==> src/rtl/hazard_ctrl.sv <==
// Pipeline hazard and stall controller: load-use bubbles, taken-branch flushes,
// memory freezes, plus saturating debug counters and a sticky memory-timeout flag.
module hazard_ctrl #(
    parameter int FLUSH_CYCLES = 1,
    parameter int MEM_TIMEOUT  = 255,
    parameter int CNT_W        = 16
) (
    input  logic             clk,
    input  logic             rst_n,
    input  logic [4:0]       if_id_register_rs1,
    input  logic [4:0]       if_id_register_rs2,
    input  logic [4:0]       id_ex_register_rd,
    input  logic             id_ex_memread,
    input  logic [9:0]       id_control_in,
    input  logic             branch_taken,
    input  logic             ex_mem_mem_op,
    input  logic             dmem_ready,
    output logic             pc_write,
    output logic             if_id_write,
    output logic             if_id_flush,
    output logic             id_ex_write,
    output logic [9:0]       id_ex_control,
    output logic             pipe_hold,
    output logic [1:0]       state,
    output logic [CNT_W-1:0] stall_cycles,
    output logic [CNT_W-1:0] flush_count,
    output logic             mem_timeout
);

    typedef enum logic [1:0] {
        RUN      = 2'd0,
        MEM_WAIT = 2'd1,
        FLUSH    = 2'd2
    } state_t;

    localparam logic [3:0]  FLUSH_LOAD  = 4'(FLUSH_CYCLES - 1);
    localparam logic [15:0] TIMEOUT_VAL = 16'(MEM_TIMEOUT);

    state_t      cur_state;
    logic [3:0]  fcnt;
    logic [15:0] wcnt;
    logic [15:0] wcnt_inc;
    logic        freeze;
    logic        load_use;
    logic        in_flush;
    logic        take_branch;
    logic        do_stall;

    assign freeze   = ex_mem_mem_op & ~dmem_ready;
    assign load_use = id_ex_memread & (id_ex_register_rd != 5'd0) &
                      ((id_ex_register_rd == if_id_register_rs1) |
                       (id_ex_register_rd == if_id_register_rs2));
    assign in_flush = (cur_state == FLUSH);

    // While flushing, EX holds a bubble, so branch and load-use inputs are stale.
    assign take_branch = ~freeze & ~in_flush & branch_taken;
    assign do_stall    = ~freeze & ~in_flush & ~branch_taken & load_use;
    assign wcnt_inc    = (wcnt != 16'hFFFF) ? wcnt + 16'd1 : wcnt;
    assign state       = cur_state;

    always_comb begin
        pc_write      = 1'b1;
        if_id_write   = 1'b1;
        if_id_flush   = 1'b0;
        id_ex_write   = 1'b1;
        id_ex_control = id_control_in;
        pipe_hold     = 1'b0;
        if (!rst_n) begin
            pc_write      = 1'b0;
            if_id_write   = 1'b0;
            if_id_flush   = 1'b1;
            id_ex_write   = 1'b0;
            id_ex_control = 10'd0;
            pipe_hold     = 1'b1;
        end else if (freeze) begin
            pc_write    = 1'b0;
            if_id_write = 1'b0;
            id_ex_write = 1'b0;
            pipe_hold   = 1'b1;
        end else if (in_flush || take_branch) begin
            if_id_flush   = 1'b1;
            id_ex_control = 10'd0;
        end else if (do_stall) begin
            pc_write      = 1'b0;
            if_id_write   = 1'b0;
            id_ex_control = 10'd0;
        end
    end

    always_ff @(posedge clk or negedge rst_n) begin
        if (!rst_n) begin
            cur_state    <= RUN;
            fcnt         <= 4'd0;
            wcnt         <= 16'd0;
            stall_cycles <= '0;
            flush_count  <= '0;
            mem_timeout  <= 1'b0;
        end else begin
            if (freeze) begin
                wcnt <= wcnt_inc;
                if (wcnt_inc >= TIMEOUT_VAL)
                    mem_timeout <= 1'b1;
            end else begin
                wcnt <= 16'd0;
            end

            if ((freeze || do_stall) && stall_cycles != '1)
                stall_cycles <= stall_cycles + 1'b1;
            if (take_branch && flush_count != '1)
                flush_count <= flush_count + 1'b1;

            case (cur_state)
                RUN, MEM_WAIT: begin
                    if (freeze) begin
                        cur_state <= MEM_WAIT;
                    end else if (branch_taken && FLUSH_CYCLES > 1) begin
                        cur_state <= FLUSH;
                        fcnt      <= FLUSH_LOAD;
                    end else begin
                        cur_state <= RUN;
                    end
                end
                FLUSH: begin
                    if (!freeze) begin
                        if (fcnt <= 4'd1) begin
                            cur_state <= RUN;
                            fcnt      <= 4'd0;
                        end else begin
                            fcnt <= fcnt - 4'd1;
                        end
                    end
                end
                default: cur_state <= RUN;
            endcase
        end
    end

endmodule

==> config.mk <==
export PLATFORM = sky130hd
export DESIGN_NAME = hazard_ctrl
export DESIGN_NICKNAME = d
export VERILOG_FILES = /design/src/rtl/hazard_ctrl.sv
export SDC_FILE = /design/constraint.sdc
export NUM_CORES = 1
export LEC_CHECK = 0
export ABC_AREA = 1
export BUFFER_PORTS_ARGS = -buffer_cell sky130_fd_sc_hd__buf_2
export CORE_ASPECT_RATIO = 1.1
export CORE_MARGIN = 1.5
export CORE_UTILIZATION = 45
export CTS_CLUSTER_SIZE = 8
export DETAILED_ROUTE_END_ITERATION = 10
export GPL_TIMING_DRIVEN = 0
export PLACE_DENSITY = 0.8
export SLEW_MARGIN = 40
export SYNTH_ARGS = -nofsm -noshare
export SYNTH_HDL_FRONTEND = slang
export SYNTH_SLANG_ARGS = --single-unit
==> constraint.sdc <==
create_clock -name clk -period 1.9 [get_ports clk]
set_input_delay 0.285 -clock clk [delete_from_list [all_inputs] [get_ports clk]]
set_output_delay 0.285 -clock clk [all_outputs]
set_load 0.005 [all_outputs]
* After elaboration in Yosys (flattened, before gate mapping)
Cells that the tools add are included.
** Storage, ports and cells
- Bits in registers :: 55
- Input port bits :: 31
** Cells by class
- Add/subtract/negate cells :: 4
- Order comparisons :: 2
- Equality and inequality tests :: 9
- Mux-type cells :: 22
- Bitwise logic cells :: 12
- Reduce and logical (&&, ||, !) cells :: 10
** Operators by type and width (count)
- $add 16x1->16 const B :: 3
- $ne 16x16->1 const B :: 3
- $mux 10 :: 4
- $mux 16 :: 2
- $ge 16x8->1 const B :: 1
- $mux 1 :: 12
- $eq 5x5->1 :: 2
- $and 1x1->1 :: 7
- $reduce_and 2->1 :: 3
- $reduce_bool 5->1 :: 1
- $le 4x1->1 const B :: 1
- $mux 2 :: 2
- $mux 4 :: 1
- $not 1->1 :: 4
- $pmux 2 s2 :: 1
- $sub 4x1->4 const B :: 1
- $eq 2x1->1 const B :: 1
- $eq 2x2->1 const B :: 1
- $logic_and 1x1->1 :: 2
- $logic_not 2->1 :: 1
- $logic_or 1x1->1 :: 2
- $ne 2x1->1 const B :: 1
- $ne 2x2->1 const B :: 1
- $reduce_or 2->1 :: 1
- $or 1x1->1 :: 1

* Longest topological paths before layout
Gate-level depths: netlist of the first run.
- Depth in word-level cells :: 10
- Mapped depth :: 14
- Depth with buffers taken out :: 13

* Worst setup path before layout of the first run
OpenSTA, ideal clock, no wires.
- Kind :: flip-flop to flip-flop
- From :: reg stall_cycles[0]
- To :: reg stall_cycles[15]
- Arrival time :: 1.575 ns
- Data required time :: 1.783 ns
- Setup slack :: 0.208 ns
- Cell stages (with the launch flop) :: 10
- Period minus slack after synthesis :: 1.692 ns
- Cell sequence :: dfrtp_1 -> ha_1 -> nand3_1 -> nor2_2 -> nand4_1 -> nor2_2 -> nand4_4 -> buf_2 -> nand3_1 -> nand2_1
** Between the ends
- Cells in the longest elaborated chain, start to end :: 2
- Elaborated cells between the ends (all ways) :: 3
- Those cells by class :: 1 x add/sub; 1 x eq/ne; 1 x reduce/logical
** RTL lines
- start, declared :: line 25 : output logic [CNT_W-1:0] stall_cycles,
- start signal, assigned :: line 108 : stall_cycles <= stall_cycles + 1'b1;
- branches (longest 2 deep; another with $add 16x1->16)
Several ways; the timed one is not identified.
A chain may end at the register's enable or synchronous reset.

* Worst setup path after layout of the first run
- From :: reg wcnt[2]
- To :: reg mem_timeout
** Between the ends
- Cells in the longest elaborated chain, start to end :: 4
- Elaborated cells between the ends (all ways) :: 5
- Those cells by class :: 1 x add/sub; 1 x order compare; 1 x eq/ne; 1 x mux; 1 x reduce/logical
** RTL lines
- start, declared :: line 41 : logic [15:0] wcnt;
- start signal, assigned :: line 100 : wcnt <= wcnt_inc;
- $add 16x1->16 / $ne 16x16->1 (equally long branches) :: line 58 : assign wcnt_inc = (wcnt != 16'hFFFF) ? wcnt + 16'd1 : wcnt;
- $mux 16 (*) :: line 58
- $ge 16x8->1 (*) :: line 101 : if (wcnt_inc >= TIMEOUT_VAL)
- $reduce_and 2->1 (no source line) (*)
- end signal, assigned :: line 97 : mem_timeout <= 1'b0;
- end signal, assigned :: line 102 : mem_timeout <= 1'b1;
- end, declared :: line 27 : output logic mem_timeout
Every way passes the cells marked *; elsewhere a longest branch is shown, timed or not.

==> impl_metrics.csv, run 1 <==
group,metric,value,unit
finish,mostFrequentLayoutCell,"nand2_1",
sta,relSlewSlack,0.652,
sta,slew_violations,0,
sta,tightest_slew,523,ps
finish,diodes,0,
outcome,status,"complete, but fails checks",
synth,synth_cell_type_count,29,
route,via_count,3282,
global_route,grt-ovfl-total,0,
sta,finalSetupViolCount,0,
route,dr.pass1.iters,4,
floorplanning,io_pins,81,
floorplanning,core-area,0.00697,sq mm
cts,htreeDepth,2,
critical_path,critPathMaxFanout,10,
sta,setup_ws,106,ps
outcome,violations,"hold timing",
critical_path,arrival,2040,ps
floorplanning,initial_core_util,0.464,
synth,syn_inst,457,
synth,synth_seq_cells,50,
synth,yosysSeqAreaShare,0.387,
finish,most-common-layout-cells,"nand2_1, buf_2, nor2_1",
synth,ys_warn_count,0,
placed_design,dp_slack,-233,ps
pwr,p_total,2.61,mW
cts,insertion_delay,310,ps
cts,cts.hold.buffers_added,0,
cts,numCtsBuffers,5,
floorplanning,fp.dieH,91.9,um
synth,synth.largest_area_cell,"dfrtp_1",
cts,cts.reportedPaths.clkPinSlew,90,ps
route,wl_per_cell,12.3,um
sta,hold_viol,50,
finish,fillers,658,
synth,synth_fp_nets,491,
global_route,grt_first_pass_wirelength,13500,um
global_route,grt_max_degree,54,
finish,fin_util,0.584,
cts,cts_sinks,50,
synth,synth.top_cell.area_share,0.387,
route,drtIter0Drc,229,
sta,fmax,0.558,GHz
cts,cts_root_buf,"clkbuf_8",
finish,multi_input_area,0.00178,sq mm
critical_path,crit_start,"wcnt[2]",
route,wl,7950,um
cts,cts_tree,"yes",
global_route,grt_pass1_vias,3091,
finish,finalNetCount,593,
critical_path,critPathKind,"reg -> reg",
global_route,gr-usage-all-layers,0.212,
critical_path,cpPeakStageDelay,460,ps
sta,skew,4.41,ps
synth,synth_area,0.00323,sq mm
route,ant_nets,0,
finish,drive_above_1_share,0.246,
critical_path,reg2reg_from,"wcnt[2]",
floorplanning,dieArea,0.00770,sq mm
global_route,antenna_found_initial,0,
route,drc_errors,0,
finish,seq_area,0.00125,sq mm
critical_path,path_common_cell,"nand2_1",
sta,period_share,0.944,
pwr,p_per_area,642,mW/mm^2
route,viasPerCell,5.09,
critical_path,cp_top_family,"simple AND/OR/NAND/NOR gates",
critical_path,start_kind,"register",
floorplanning,die_w,83.8,um
worst_hold_path,hold_class,"in -> async",
critical_path,required,2150,ps
critical_path,path_cells,"nand2_1, nor2_4, nand2_2, inv_2, nand2_2, buf_6, nand2_1, nand2_1, nor2_1, nand3_1, nand3_1, nand2_1, nand2_1",
pwr,p_leak,2.22,nW
synth,avgSynthCellArea,7.07,sq um
sta,period_minus_slack,1790,ps
placed_design,place.detailed.hpwl,5660,um
critical_path,critPathBufInv,2,
pwr,peakVddDrop,0.521,mV
placed_design,io_buffers,79,
placed_design,gp_congestion,0.952,
critical_path,cp_slowest_cell,"dfrtp_1",
flow_run,cap_viol_max_count,0,
sta,setup_tns,0,ps
floorplanning,rows,32,
cts,clockBufferDepth,2,
critical_path,end_kind,"register",
finish,area_growth,25.9,%
sta,hold_ws,-93.3,ps
synth,synth.area.top_cells,"dfrtp_1, nand2_1, nand3_1",
synth_stat cells (all sizes together):
master	n
a21oi	9
buf	9
clkbuf	2
conb	1
dfrtp	50
ha	3
inv	57
nand2	135
nand3	48
nand3b	1
nand4	21
nor2	58
nor3	8
nor4	3
o21ai	9
o21bai	2
or2	3
xnor2	15
xor2	23
layout make-up:
cell class	instances	area share
Buffer	10	0.0191
Clock inverter	2	0.00922
Timing Repair Buffer	96	0.130
Clock buffer	6	0.0178
Inverter	57	0.0526
Sequential cell	50	0.308
Multi-Input combinational cell	339	0.437
Tap cell	85	0.0261
state kept, by name, indices dropped and copies added (netlist names):
signal and cells:
stall_cycles 16, wcnt 16, mem_timeout 1, flush_count 16, state 1
report_power, final:
group	internal, mW	switching, mW
sequential	1.17	0.141
clock	0.393	0.356
combinational	0.268	0.286
total	1.83	0.783
path summary, 6_finish.rpt:
kind                              endpoint  slack, ps  cells past startpoint
setup / recovery               mem_timeout        110                     13
hold / removal                    wcnt[14]        -90                      1
setup reg to reg               mem_timeout        110                     13
hold reg to reg                mem_timeout        470                      2
max in group asynchronous  stall_cycles[0]       1640                      1
min in group clk                  state[0]        190                      2
per-layer routing:
layer	routed length (um)	up-vias	GRT usage	part of all wire
met5	0	-	0	0
met4	230	0	0.105	0.029
met3	240	25	0.0315	0.030
met2	4090	76	0.364	0.51
met1	3390	1528	0.261	0.43
li1	-	1653	-	-
per-stage QoR:
step / instance area [sq um] / hold slack (ps) / std cells
detailed placement: 3740 / 359 / 621
global route: 4070 / -61.7 / 645
floorplan: 3230 / -10.6 / 457
global placement: 3730 / 447 / 621
finish: 4070 / -93.3 / 645
CTS: 3890 / 22.0 / 632
repair_timing:
item	CTS	global route
pin swaps	2	8
gates resized for setup	8	21
setup endpoints to repair	11	28
buffers inserted	3	14
endpoints found under the hold margin	0	50
logic make-up (layout without fill, tap and decap cells):
logic type | after synthesis | count (layout) | synth area share
other | 1 | 1 | 0.00116
AND/OR/NAND/NOR | 277 | 277 | 0.377
XOR/XNOR | 38 | 38 | 0.103
flip-flops | 50 | 50 | 0.387
adder cells (fa/ha/maj) | 3 | 3 | 0.0116
buffers and inverters | 68 | 171 | 0.0875
AO/OA/AOI/OAI | 20 | 20 | 0.0325
(Power assumes the default switching activity.)
==> run 2: changes to the inputs <==
==> constraint.sdc (replaced) <==
create_clock -name clk -period 1.9 [get_ports clk]
set_input_delay 0 -clock clk [delete_from_list [all_inputs] [get_ports clk]]
set_output_delay 0 -clock clk [all_outputs]
set_load 0.005 [all_outputs]
==> run 2 against run 1 <==
The flow now finishes without violations. Highest routed layer unchanged. First-iteration DRC count fell by 15%. Worst setup slack worse by 23 ps. Non-clock buffer count decreased by 1. Combinational power hardly changed. Global-route usage is 0.12 points lower. Clock skew about the same. Flip-flop and latch count did not move. Critical endpoint is now stall_cycles[8]. Count of clock-buffer cells in the layout stayed put.
==> impl_metrics.csv, run 2 (same netlist as run 1, synthesis figures left out) <==
group,metric,value,unit
outcome,status,"finished clean",
critical_path,start_kind,"register",
floorplanning,fp.dieH,91.9,um
worst_hold_path,min-delay-start,"ex_mem_mem_op",
finish,fin_util,0.583,
cts,cts_sinks,50,
cts,numCtsBuffers,5,
sta,period_minus_slack,1820,ps
finish,area_growth,25.6,%
global_route,grt_max_degree,54,
critical_path,critPathKind,"reg -> reg",
sta,relSlewSlack,0.654,
worst_hold_path,whs_path_depth,5,
cts,cts_tree,"yes",
pwr,peakVddDrop,0.520,mV
global_route,gr-usage-all-layers,0.211,
pwr,share_comb_of_total_power,0.211,
critical_path,arrival,2070,ps
critical_path,reg2reg_from,"stall_cycles[1]",
sta,fmax,0.550,GHz
worst_hold_path,holdPathEnd,"mem_timeout",
pwr,p_leak,2.20,nW
sta,hold_viol,0,
worst_hold_path,hold_class,"in -> reg",
critical_path,critPathMaxFanout,6,
critical_path,required,2150,ps
finish,top_regs,"flush_count x16, stall_cycles x16, wcnt x16",
floorplanning,rows,32,
cts,cts_root_buf,"clkbuf_8",
finish,mostFrequentLayoutCell,"nand2_1",
pwr,swShare,0.300,
cts,insertion_delay,310,ps
floorplanning,die_w,83.8,um
route,ant_nets,0,
global_route,grt_pass1_vias,3086,
finish,finalNetCount,592,
route,via_count,3307,
finish,diodes,0,
flow_run,cap_viol_max_count,0,
placed_design,gp_congestion,0.952,
pwr,pwr-share-seq,0.501,
critical_path,end_kind,"register",
cts,clockBufferDepth,2,
route,drtIter0Drc,194,
sta,period_share,0.956,
critical_path,worstRegToRegCells,10,
floorplanning,io_pins,81,
sta,finalSetupViolCount,0,
sta,slew_violations,0,
global_route,antenna_found_initial,0,
finish,drive_above_1_share,0.231,
floorplanning,dieArea,0.00770,sq mm
route,dr.pass1.iters,4,
cts,htreeDepth,2,
route,drc_errors,0,
pwr,p_per_area,645,mW/mm^2
placed_design,place.detailed.hpwl,5660,um
floorplanning,initial_core_util,0.464,
global_route,grt_first_pass_wirelength,13400,um
sta,skew,4.45,ps
route,viasPerCell,5.14,
route,wl,7990,um
critical_path,reg2reg_to,"stall_cycles[8]",
sta,tightest_slew,519,ps
finish,most-common-layout-cells,"nand2_1, buf_2, nor2_1",
floorplanning,core-area,0.00697,sq mm
global_route,grt-ovfl-total,0,
placed_design,io_buffers,79,
sta,setup_tns,0,ps
critical_path,r2r_slack,80,ps
pwr,switching_power,785,uW
route,wl_per_cell,12.4,um
cts,cts.reportedPaths.clkPinSlew,90,ps
pwr,pwr-share-clk,0.288,
pwr,p_int,1.83,mW
sta,grt_setup_unrepaired,"yes",
run 2: layer usage:
metal	vias up	GRT usage	wire, um
met5	-	0	0
li1	1646	-	-
met4	0	0.101	263
met3	27	0.0297	303
met1	1540	0.260	3360
met2	94	0.364	4060
run 2: power by group through the flow:
| stage | Clock, mW | Sequential (mW) | Combinational [mW] |
|---|---|---|---|
| floorplan | 0 | 1.31 | 0.277 |
| global placement | 0 | 1.32 | 0.496 |
| detailed placement | 0 | 1.32 | 0.520 |
| CTS | 0.771 | 1.30 | 0.534 |
| global route | 0.812 | 1.33 | 0.625 |
| finish | 0.754 | 1.31 | 0.552 |
run 2: final cells by class:
type / instances / area [sq um]
fill: 657 / 2910
buffer: 11 / 78.8
inverter: 57 / 214
timing repair buffer: 94 / 542
multi-input combinational: 339 / 1760
clock inverter: 2 / 37.5
tap: 85 / 106
clock buffer: 6 / 72.6
sequential: 50 / 1250
run 2: worst max path at each step:
stage / start / end / slack, ps / cells past startpoint
2_1_floorplan: stall_cycles[0] / stall_cycles[15] / 210 / 9
3_3_place_gp: wcnt[0] / mem_timeout / -120 / 14
3_5_place_dp: wcnt[0] / mem_timeout / -120 / 12
4_1_cts: stall_cycles[0] / stall_cycles[9] / 3 / 10
5_1_grt: flush_count[0] / flush_count[9] / -60 / 9
6_report: stall_cycles[1] / stall_cycles[8] / 80 / 10
run 2: metrics by stage:
step / area (sq um) / instances / total power [mW] / hold WS [ps] / setup slack, ps
4_1_cts: 3910 / 635 / 2.60 / 58.9 / 3.20
2_1_floorplan: 3230 / 457 / 1.59 / -296 / 208
6_report: 4060 / 644 / 2.62 / 72.4 / 83.0
5_1_grt: 4060 / 644 / 2.77 / 85.7 / -56.8
3_3_place_gp: 3730 / 621 / 1.82 / 234 / -124
3_5_place_dp: 3740 / 621 / 1.84 / 74.0 / -118
run 2: worst max-delay path, cell delays in order, from the launching register on:
cell and delay (ps):
dfrtp_1 450, ha_4 180, nand3_2 90, nor2_4 140
nand4_1 160, nor2_2 180, nand4_4 140, nand2_4 150
clkbuf_16 150, nand2_1 50, nand2_1 60
run 2: repair_timing:
item,4_1_cts,5_1_grt
gates resized for setup,4,14
setup endpoints to repair,8,28
gates cloned,0,1
buffers inserted,2,8
pin swaps,0,6
hold buffers,4,0
endpoints found under the hold margin,51,0
